==> config.mk <==
export PLATFORM = sky130hd
export DESIGN_NAME = alu_issue_queue_flat
export DESIGN_NICKNAME = d
export VERILOG_FILES = /design/src/rtl/alu_issue_queue_if.sv /design/src/rtl/alu_issue_queue.sv /design/src/flat_wrapper.sv
export SDC_FILE = /design/constraint.sdc
export NUM_CORES = 2
export LEC_CHECK = 0
export CORE_MARGIN = 2
export CORE_UTILIZATION = 54
export DETAILED_ROUTE_END_ITERATION = 8
export GPL_TIMING_DRIVEN = 0
export PLACE_DENSITY = 0.74
export SLEW_MARGIN = 15
export SYNTH_ARGS = -nofsm -noshare
export SYNTH_HDL_FRONTEND = slang
export SYNTH_SLANG_ARGS = --single-unit
export TNS_END_PERCENT = 20
==> constraint.sdc <==
create_clock -name clk -period 3.85 [get_ports clk]
set_input_delay 0.77 -clock clk [delete_from_list [all_inputs] [get_ports clk]]
set_output_delay 0.77 -clock clk [all_outputs]
set_load 0.05 [all_outputs]
==> src/rtl/alu_issue_queue_if.sv <==
// Shared packet type and the dispatch/CDB/issue bundle of the ALU issue queue.
package alu_iq_pkg;
  localparam int PREG_W = 6;

  typedef struct packed {
    logic              valid;
    logic [3:0]        alu_op;
    logic [4:0]        rd_rob_idx;
    logic [PREG_W-1:0] rd_paddr;
    logic [PREG_W-1:0] rs1_paddr;
    logic [PREG_W-1:0] rs2_paddr;
    logic [31:0]       rs1_data;
    logic [31:0]       rs2_data;
  } reservation_station_t;
endpackage

interface alu_issue_queue_if #(parameter int DEPTH = 8);
  alu_iq_pkg::reservation_station_t dispatch_entry;
  alu_iq_pkg::reservation_station_t next_execute;
  logic                         flush;
  logic                         dispatch_valid;
  logic                         dispatch_rs1_ready;
  logic                         dispatch_rs2_ready;
  logic                         dispatch_ready;
  logic                         cdb_valid;
  logic [alu_iq_pkg::PREG_W-1:0] cdb_rd_paddr;
  logic [31:0]                  cdb_rd_data;
  logic                         alu_ready;
  logic [$clog2(DEPTH):0]       occupancy;

  modport master (
    output flush, dispatch_valid, dispatch_entry, dispatch_rs1_ready, dispatch_rs2_ready,
           cdb_valid, cdb_rd_paddr, cdb_rd_data, alu_ready,
    input  dispatch_ready, next_execute, occupancy
  );

  modport slave (
    input  flush, dispatch_valid, dispatch_entry, dispatch_rs1_ready, dispatch_rs2_ready,
           cdb_valid, cdb_rd_paddr, cdb_rd_data, alu_ready,
    output dispatch_ready, next_execute, occupancy
  );
endinterface

==> src/rtl/alu_issue_queue.sv <==
// ALU reservation station: CDB wakeup, one registered issue per cycle.
// Define ALU_IQ_AGE_SEL_EN for oldest-first select; default is lowest-index select.
module alu_issue_queue #(
  parameter int DEPTH  = 8,
  parameter int PREG_W = alu_iq_pkg::PREG_W
) (
  input logic              clk,
  input logic              rst,
  alu_issue_queue_if.slave iq
);
  localparam int IW = $clog2(DEPTH);
  typedef alu_iq_pkg::reservation_station_t rs_t;

  rs_t              entry_q [DEPTH];
  rs_t              entry_d [DEPTH];
  logic [DEPTH-1:0] valid_q, valid_d, rdy1_q, rdy1_d, rdy2_q, rdy2_d;
  rs_t              nxt_q, nxt_d;
  logic [IW:0]      occ_q, occ_d;
  logic [DEPTH-1:0] elig;
  logic [IW-1:0]    sel, free_idx;
  logic             issue, do_disp, wake;

  assign elig    = valid_q & rdy1_q & rdy2_q;
  assign issue   = iq.alu_ready && (|elig);
  assign do_disp = iq.dispatch_valid && iq.dispatch_ready;
  assign wake    = iq.cdb_valid && (iq.cdb_rd_paddr != PREG_W'(0));

  assign iq.dispatch_ready = (occ_q < (IW+1)'(DEPTH));
  assign iq.next_execute   = nxt_q;
  assign iq.occupancy      = occ_q;

  always_comb begin
    free_idx = '0;
    for (int i = DEPTH-1; i >= 0; i--)
      if (!valid_q[i]) free_idx = IW'(i);
  end

`ifdef ALU_IQ_AGE_SEL_EN
  logic [IW-1:0] age_q [DEPTH];
  logic [IW-1:0] age_d [DEPTH];
  logic [IW-1:0] best_age;
  logic          found;

  // Strict '>' keeps the lowest index on equal ages.
  always_comb begin
    sel      = '0;
    best_age = '0;
    found    = 1'b0;
    for (int i = 0; i < DEPTH; i++)
      if (elig[i] && (!found || age_q[i] > best_age)) begin
        sel      = IW'(i);
        best_age = age_q[i];
        found    = 1'b1;
      end
  end
`else
  always_comb begin
    sel = '0;
    for (int i = DEPTH-1; i >= 0; i--)
      if (elig[i]) sel = IW'(i);
  end
`endif

  always_comb begin
    valid_d = valid_q;
    rdy1_d  = rdy1_q;
    rdy2_d  = rdy2_q;
    for (int i = 0; i < DEPTH; i++) begin
      entry_d[i] = entry_q[i];
`ifdef ALU_IQ_AGE_SEL_EN
      age_d[i] = age_q[i];
      if (do_disp && valid_q[i] && age_q[i] != IW'(DEPTH-1))
        age_d[i] = age_q[i] + 1'b1;
`endif
      if (valid_q[i] && wake) begin
        if (!rdy1_q[i] && entry_q[i].rs1_paddr == iq.cdb_rd_paddr) begin
          rdy1_d[i]           = 1'b1;
          entry_d[i].rs1_data = iq.cdb_rd_data;
        end
        if (!rdy2_q[i] && entry_q[i].rs2_paddr == iq.cdb_rd_paddr) begin
          rdy2_d[i]           = 1'b1;
          entry_d[i].rs2_data = iq.cdb_rd_data;
        end
      end
    end

    if (issue) valid_d[sel] = 1'b0;

    // A dispatching entry snoops the CDB too, so a same-cycle broadcast is not lost.
    if (do_disp) begin
      valid_d[free_idx] = 1'b1;
      entry_d[free_idx] = iq.dispatch_entry;
      rdy1_d[free_idx]  = iq.dispatch_rs1_ready;
      rdy2_d[free_idx]  = iq.dispatch_rs2_ready;
      if (wake && !iq.dispatch_rs1_ready && iq.dispatch_entry.rs1_paddr == iq.cdb_rd_paddr) begin
        rdy1_d[free_idx]           = 1'b1;
        entry_d[free_idx].rs1_data = iq.cdb_rd_data;
      end
      if (wake && !iq.dispatch_rs2_ready && iq.dispatch_entry.rs2_paddr == iq.cdb_rd_paddr) begin
        rdy2_d[free_idx]           = 1'b1;
        entry_d[free_idx].rs2_data = iq.cdb_rd_data;
      end
`ifdef ALU_IQ_AGE_SEL_EN
      age_d[free_idx] = '0;
`endif
    end

    nxt_d = '0;
    if (issue) begin
      nxt_d       = entry_q[sel];
      nxt_d.valid = 1'b1;
    end

    occ_d = occ_q + (IW+1)'(do_disp) - (IW+1)'(issue);
  end

  always_ff @(posedge clk) begin
    if (rst || iq.flush) begin
      valid_q <= '0;
      nxt_q   <= '0;
      occ_q   <= '0;
    end else begin
      valid_q <= valid_d;
      nxt_q   <= nxt_d;
      occ_q   <= occ_d;
    end
  end

  // Payload is qualified by valid_q, so it needs no reset.
  always_ff @(posedge clk) begin
    rdy1_q  <= rdy1_d;
    rdy2_q  <= rdy2_d;
    entry_q <= entry_d;
`ifdef ALU_IQ_AGE_SEL_EN
    age_q   <= age_d;
`endif
  end
endmodule

==> src/flat_wrapper.sv <==
// flat-port wrapper written by rule: the top's interface ports become plain ports
module alu_issue_queue_flat 
#(
  parameter int DEPTH  = 8,
  parameter int PREG_W = alu_iq_pkg::PREG_W
)
  (clk, rst, iq_flush, iq_dispatch_valid, iq_dispatch_entry, iq_dispatch_rs1_ready, iq_dispatch_rs2_ready, iq_cdb_valid, iq_cdb_rd_paddr, iq_cdb_rd_data, iq_alu_ready, iq_dispatch_ready, iq_next_execute, iq_occupancy);
  alu_issue_queue_if #(.DEPTH(DEPTH)) iq_i ();
  input logic clk;
  input logic rst;
  input wire logic [$bits(iq_i.flush)-1:0] iq_flush;
  input wire logic [$bits(iq_i.dispatch_valid)-1:0] iq_dispatch_valid;
  input wire logic [$bits(iq_i.dispatch_entry)-1:0] iq_dispatch_entry;
  input wire logic [$bits(iq_i.dispatch_rs1_ready)-1:0] iq_dispatch_rs1_ready;
  input wire logic [$bits(iq_i.dispatch_rs2_ready)-1:0] iq_dispatch_rs2_ready;
  input wire logic [$bits(iq_i.cdb_valid)-1:0] iq_cdb_valid;
  input wire logic [$bits(iq_i.cdb_rd_paddr)-1:0] iq_cdb_rd_paddr;
  input wire logic [$bits(iq_i.cdb_rd_data)-1:0] iq_cdb_rd_data;
  input wire logic [$bits(iq_i.alu_ready)-1:0] iq_alu_ready;
  output wire logic [$bits(iq_i.dispatch_ready)-1:0] iq_dispatch_ready;
  output wire logic [$bits(iq_i.next_execute)-1:0] iq_next_execute;
  output wire logic [$bits(iq_i.occupancy)-1:0] iq_occupancy;
  assign iq_i.flush = iq_flush;
  assign iq_i.dispatch_valid = iq_dispatch_valid;
  assign iq_i.dispatch_entry = iq_dispatch_entry;
  assign iq_i.dispatch_rs1_ready = iq_dispatch_rs1_ready;
  assign iq_i.dispatch_rs2_ready = iq_dispatch_rs2_ready;
  assign iq_i.cdb_valid = iq_cdb_valid;
  assign iq_i.cdb_rd_paddr = iq_cdb_rd_paddr;
  assign iq_i.cdb_rd_data = iq_cdb_rd_data;
  assign iq_i.alu_ready = iq_alu_ready;
  assign iq_dispatch_ready = iq_i.dispatch_ready;
  assign iq_next_execute = iq_i.next_execute;
  assign iq_occupancy = iq_i.occupancy;
  alu_issue_queue #(.DEPTH(DEPTH), .PREG_W(PREG_W)) u_core (.clk(clk), .rst(rst), .iq(iq_i));
endmodule
== Word level (Yosys, flattened, before mapping) ==
Index checks and enable logic that the tools add are counted.
Widths: inputs -> output; s select.
Storage, ports and cells
  register bits: 856
  input bits: 138
  word-level logic and storage cells: 271
Cells by class
  $add $sub $neg: 2
  $lt $le $gt $ge: 8
  equal/unequal tests: 18
  muxes and demuxes: 101
  bitwise operators: 10
  reductions and logical operators: 56
Operators with widths (count)
  $bwmux 736: 3
  $mux 736: 3
  $demux 92 s3: 3
  $mux 708: 1
  $mux 64: 9
  $mux 32: 17
  $bmux 92 s3: 1
  $mux 92: 2
  $mux 91: 2
  $eq 6x6->1: 18
  $mux 3: 16
  $mux 8: 6
  $logic_and 1x1->1: 34
  $mux 1: 34
  $and 8x8->8: 3
  $or 8x8->8: 3
  $logic_not 1->1: 18
  $bwmux 8: 2
  $ge 4x4->1 const B: 2
  $lt 3x4->1 const B: 2
  $not 3->4: 2
  $not 8->8: 1
  $reduce_or 8->1: 1
  $demux 1 s3: 2
  9 further kinds: 10

== Depth between registers and ports, before layout ==
  depth after elaboration: 20
  depth in mapped cells: 12

== Worst setup path after synthesis ==
Ideal clock, no wire load.
  kind: input-to-reg
  from: in iq_dispatch_valid
  to: reg (tool-made name)
  library setup time: 0.402 ns
  arrival time: 2.718 ns
  path slack: 0.730 ns
  cell stages on the path: 5
  path buffers: 1
  cells stage by stage: nand3b_1 > a2111oi_4 > o211ai_1 > clkinv_1 > clkbuf_1
RTL lines
  start: declaration: RTL line flat_wrapper.sv:12  | input wire logic [$bits(iq_i.dispatch_valid)-1:0] iq_dispatch_valid;

== Final worst setup path ==
  from: reg u_core.valid_q[5]
  to: reg u_core.nxt_q (netlist bit u_core.iq.next_execute[61])
On the way
  cells in the longest elaborated chain, start to end: 12
  elaborated cells on any way between the ends: 16
  classes of those cells: mux (9); bitwise (4); reduce/logical (3)
Ends and longest elaborated chain
  start: declaration: RTL line alu_issue_queue.sv:16  | logic [DEPTH-1:0] valid_q, valid_d, rdy1_q, rdy1_d, rdy2_q, rdy2_d;
  start signal: assignment: RTL line alu_issue_queue.sv:123  | valid_q <= valid_d;
  $and 8x8->8 (*) (2 in a row): RTL line alu_issue_queue.sv:23  | assign elig = valid_q & rdy1_q & rdy2_q;
  $mux 3 (6 in a row): RTL line alu_issue_queue.sv:60  | if (elig[i]) sel = IW'(i);
  $not 3->4 (implied by the code): RTL line alu_issue_queue.sv:110  | nxt_d = entry_q[sel];
  $bmux 92 s3: RTL line alu_issue_queue.sv:110
  $mux 91 (implied by the code) (2 in a row): RTL line alu_issue_queue.sv:110
  end signal: assignment: RTL line alu_issue_queue.sv:124  | nxt_q <= nxt_d;
  end: declaration: RTL line alu_issue_queue.sv:17  | rs_t nxt_q, nxt_d;
Every way passes the cells marked *; elsewhere a longest branch is shown, timed or not. The select of a mux whose other input is x is not followed.
A chain may end at the register's enable or synchronous reset.

==> impl_metrics.json <==
{
  "status": "complete, but fails checks",
  "failed_checks": "negative setup slack",
  "vias": 32100,
  "core_area_um2": 66900,
  "yosysSeqAreaShare_pct": 52.7,
  "cts_tree": "done",
  "row_count": 95,
  "grt_max_degree": 37,
  "min_to": "u_core.entry_q[673]",
  "cts.clk_slew.worst_paths_ps": 60,
  "track_usage_pct": 36.5,
  "cp_max_fo": 10,
  "yosys-top-cells-area": "dfxtp_1, edfxtp_1, mux2i_1",
  "cts_max_level": 3,
  "hold_violations": 0,
  "clockBufferDepth": 3,
  "portBuffers": 163,
  "wl_per_cell_um": 26.8,
  "place_inst": 4718,
  "reg2reg_from": "u_core.valid_q[5]",
  "cts.sinks": 848,
  "cts_hold_buf": 0,
  "netlist.area_leader.share_pct": 34.8,
  "final_layout_size_suffix_gt1_share_pct": 10.7,
  "p_sw_mw": 4.66,
  "powerDensity_nw_per_um2": 465,
  "ios": 235,
  "grt_pass1_vias": 30000,
  "clock_power_share_pct": 43.9,
  "syn_avg_cell_area_um2": 9.88,
  "fin_nets": 4076,
  "required_ps": 4240,
  "ys_types": 65,
  "clk_latency_ps": 660,
  "min_path_type": "reg -> reg",
  "synth_nets": 3819,
  "worst_setup_path_start_kind": "flip-flop",
  "final_cell_mix": "dfxtp_1, nor2_1, a22oi_1, mux2i_1, nand2_1",
  "swShare_pct": 23.8,
  "crit_path_end_kind": "flip-flop",
  "synth-edff-count": 216,
  "r2r_end": "u_core.iq.next_execute[61]",
  "remaining_drc_errors": 0,
  "p_leak_nw": 14.6,
  "path_class": "reg -> reg",
  "slew_viol_final": 0,
  "post-route-period-util_pct": 106,
  "async_flop_share_pct": 0,
  "postSynthRegisterBits": 848,
  "antenna_left": 0,
  "relSlewSlack_pct": 14.2,
  "vias_per_cell": 6.57,
  "synth_ff_type": "dfxtp_1",
  "die_area_um2": 69300,
  "synth_largest_area_cell": "dfxtp_1",
  "p_seq_share_pct": 49.8,
  "start_util_pct": 54.3,
  "grt_setup_unrepaired": "true",
  "ir_drop_mv": 0.351,
  "yosysWarningCount": 0,
  "holdPathStages": 2,
  "dp_hpwl_mm": 87.2,
  "worstHoldStart": "u_core.entry_q[673]",
  "wl_mm": 131,
  "max_freq_mhz": 246,
  "finalSetupViolCount": 12,
  "drt_pass1_iterations": 7,
  "cts_root_buf": "clkbuf_16",
  "timing.final.ws_setup_ps": -214,
  "r2r_cells": 7,
  "syn_to_final_growth_pct": 16.0,
  "fin_setup_tns_ps": -1420,
  "comb_power_share_pct": 6.3,
  "layoutNonFillerInstCount": 4882,
  "min_period_ps": 4060,
  "maxCapViolCount": 0,
  "antenna_found_initial": 11,
  "die_y_um": 263,
  "grt_pass1_wl_mm": 191,
  "reg2reg_slack_ps": -210,
  "drtIter0Drc": 4823,
  "finalWeightedCongestion": 0.982,
  "synth_cells": 3676,
  "intPower_mw": 14.9,
  "finClkSkew_ps": 32.6,
  "cp.arrival_ps": 4450,
  "tightest_slew_ps": 1290,
  "netlist_area_um2": 36300,
  "die_w_um": 263,
  "cts_buffers": 86,
  "grt-ovfl-total": 0,
  "layout_commonest_cell": "dfxtp_1"
}
-- stage by stage --
step | hold WS [ps] | total power [mW] | util [%] | area, um2 | setup WS (ps)
floorplan | 472 | 10.7 | - | 36300 | 730
global placement | 491 | 11.1 | 58.3 | 39000 | -1430
detailed placement | 500 | 11.1 | 58.5 | 39200 | -1190
CTS | 500 | 19.5 | 62.9 | 42100 | 13.0
global route | 525 | 20.1 | 62.9 | 42100 | -95.6
finish | 515 | 19.6 | 62.9 | 42100 | -214
-- power groups by stage --
stage | clock [mW] | combinational (mW) | sequential [mW]
floorplan | 0 | 0.709 | 9.95
global placement | 0 | 1.15 | 9.93
detailed placement | 0 | 1.19 | 9.94
CTS | 8.56 | 1.20 | 9.75
global route | 8.93 | 1.32 | 9.80
finish | 8.60 | 1.24 | 9.76
-- cells in the mapped netlist, drive strengths merged, types with 74 or more instances --
master    n
mux2i   266
xor2     93
buf     183
nand2   249
o21ai   237
a22oi   286
clkbuf  187
and3     74
o22ai   277
edfxtp  216
nor2    585
dfxtp   632
-- per-layer routing --
layer	track usage, %	share of wire, %
met5	0	0.068
met4	19.2	5.3
met2	54.6	44
met1	47.6	37
met3	11.1	13
-- timing repair --
action                     in CTS  in global routing
gates resized for setup         6                 11
gates cloned                    0                  0
setup endpoints to repair      81                 15
setup buffers                   0                  0
-- cell type report --
type	count	area, um2
Antenna cell	7	17.5
Buffer	370	1820
Clock buffer	123	2540
Clock inverter	34	338
Fill cell	5541	24800
Inverter	14	52.6
Multi-Input combinational cell	2444	15400
Sequential cell	848	19100
Tap cell	873	1090
Timing Repair Buffer	169	1750
-- kinds of logic (layout without fill, tap and decap cells) --
group           after synthesis  after routing  synth area share (%)
compound gates             1029           1029                  19.2
simple gates                999            999                  11.7
flops                       848            848                  52.7
buf+inv                     384            710                  5.09
mux                         300            300                  8.42
xor+xnor                    111            111                  2.68
fa+ha+maj                     5              5                 0.193
other cells                   0              7                     0
-- worst max-delay path: stages, from the launching register on --
cell	delay, ps
dfxtp_1	590
and3_1	260
a41oi_1	70
o211ai_1	720
buf_4	310
clkbuf_1	670
clkbuf_1	760
a31oi_1	420
-- worst max path at each step --
stage                     cells after the start                          to  slack [ps]               from
after floorplan                               5                   flip-flop         730  iq_dispatch_valid
after global placement                        6                   flip-flop       -1430  iq_dispatch_valid
after detailed placement                      7  u_core.iq.next_execute[60]       -1190       iq_alu_ready
after CTS                                     8  u_core.iq.next_execute[55]          10       iq_alu_ready
after global routing                          7  u_core.iq.next_execute[61]        -100       iq_alu_ready
final                                         7  u_core.iq.next_execute[61]        -210  u_core.valid_q[5]
Power figures use the tool's default switching activity.
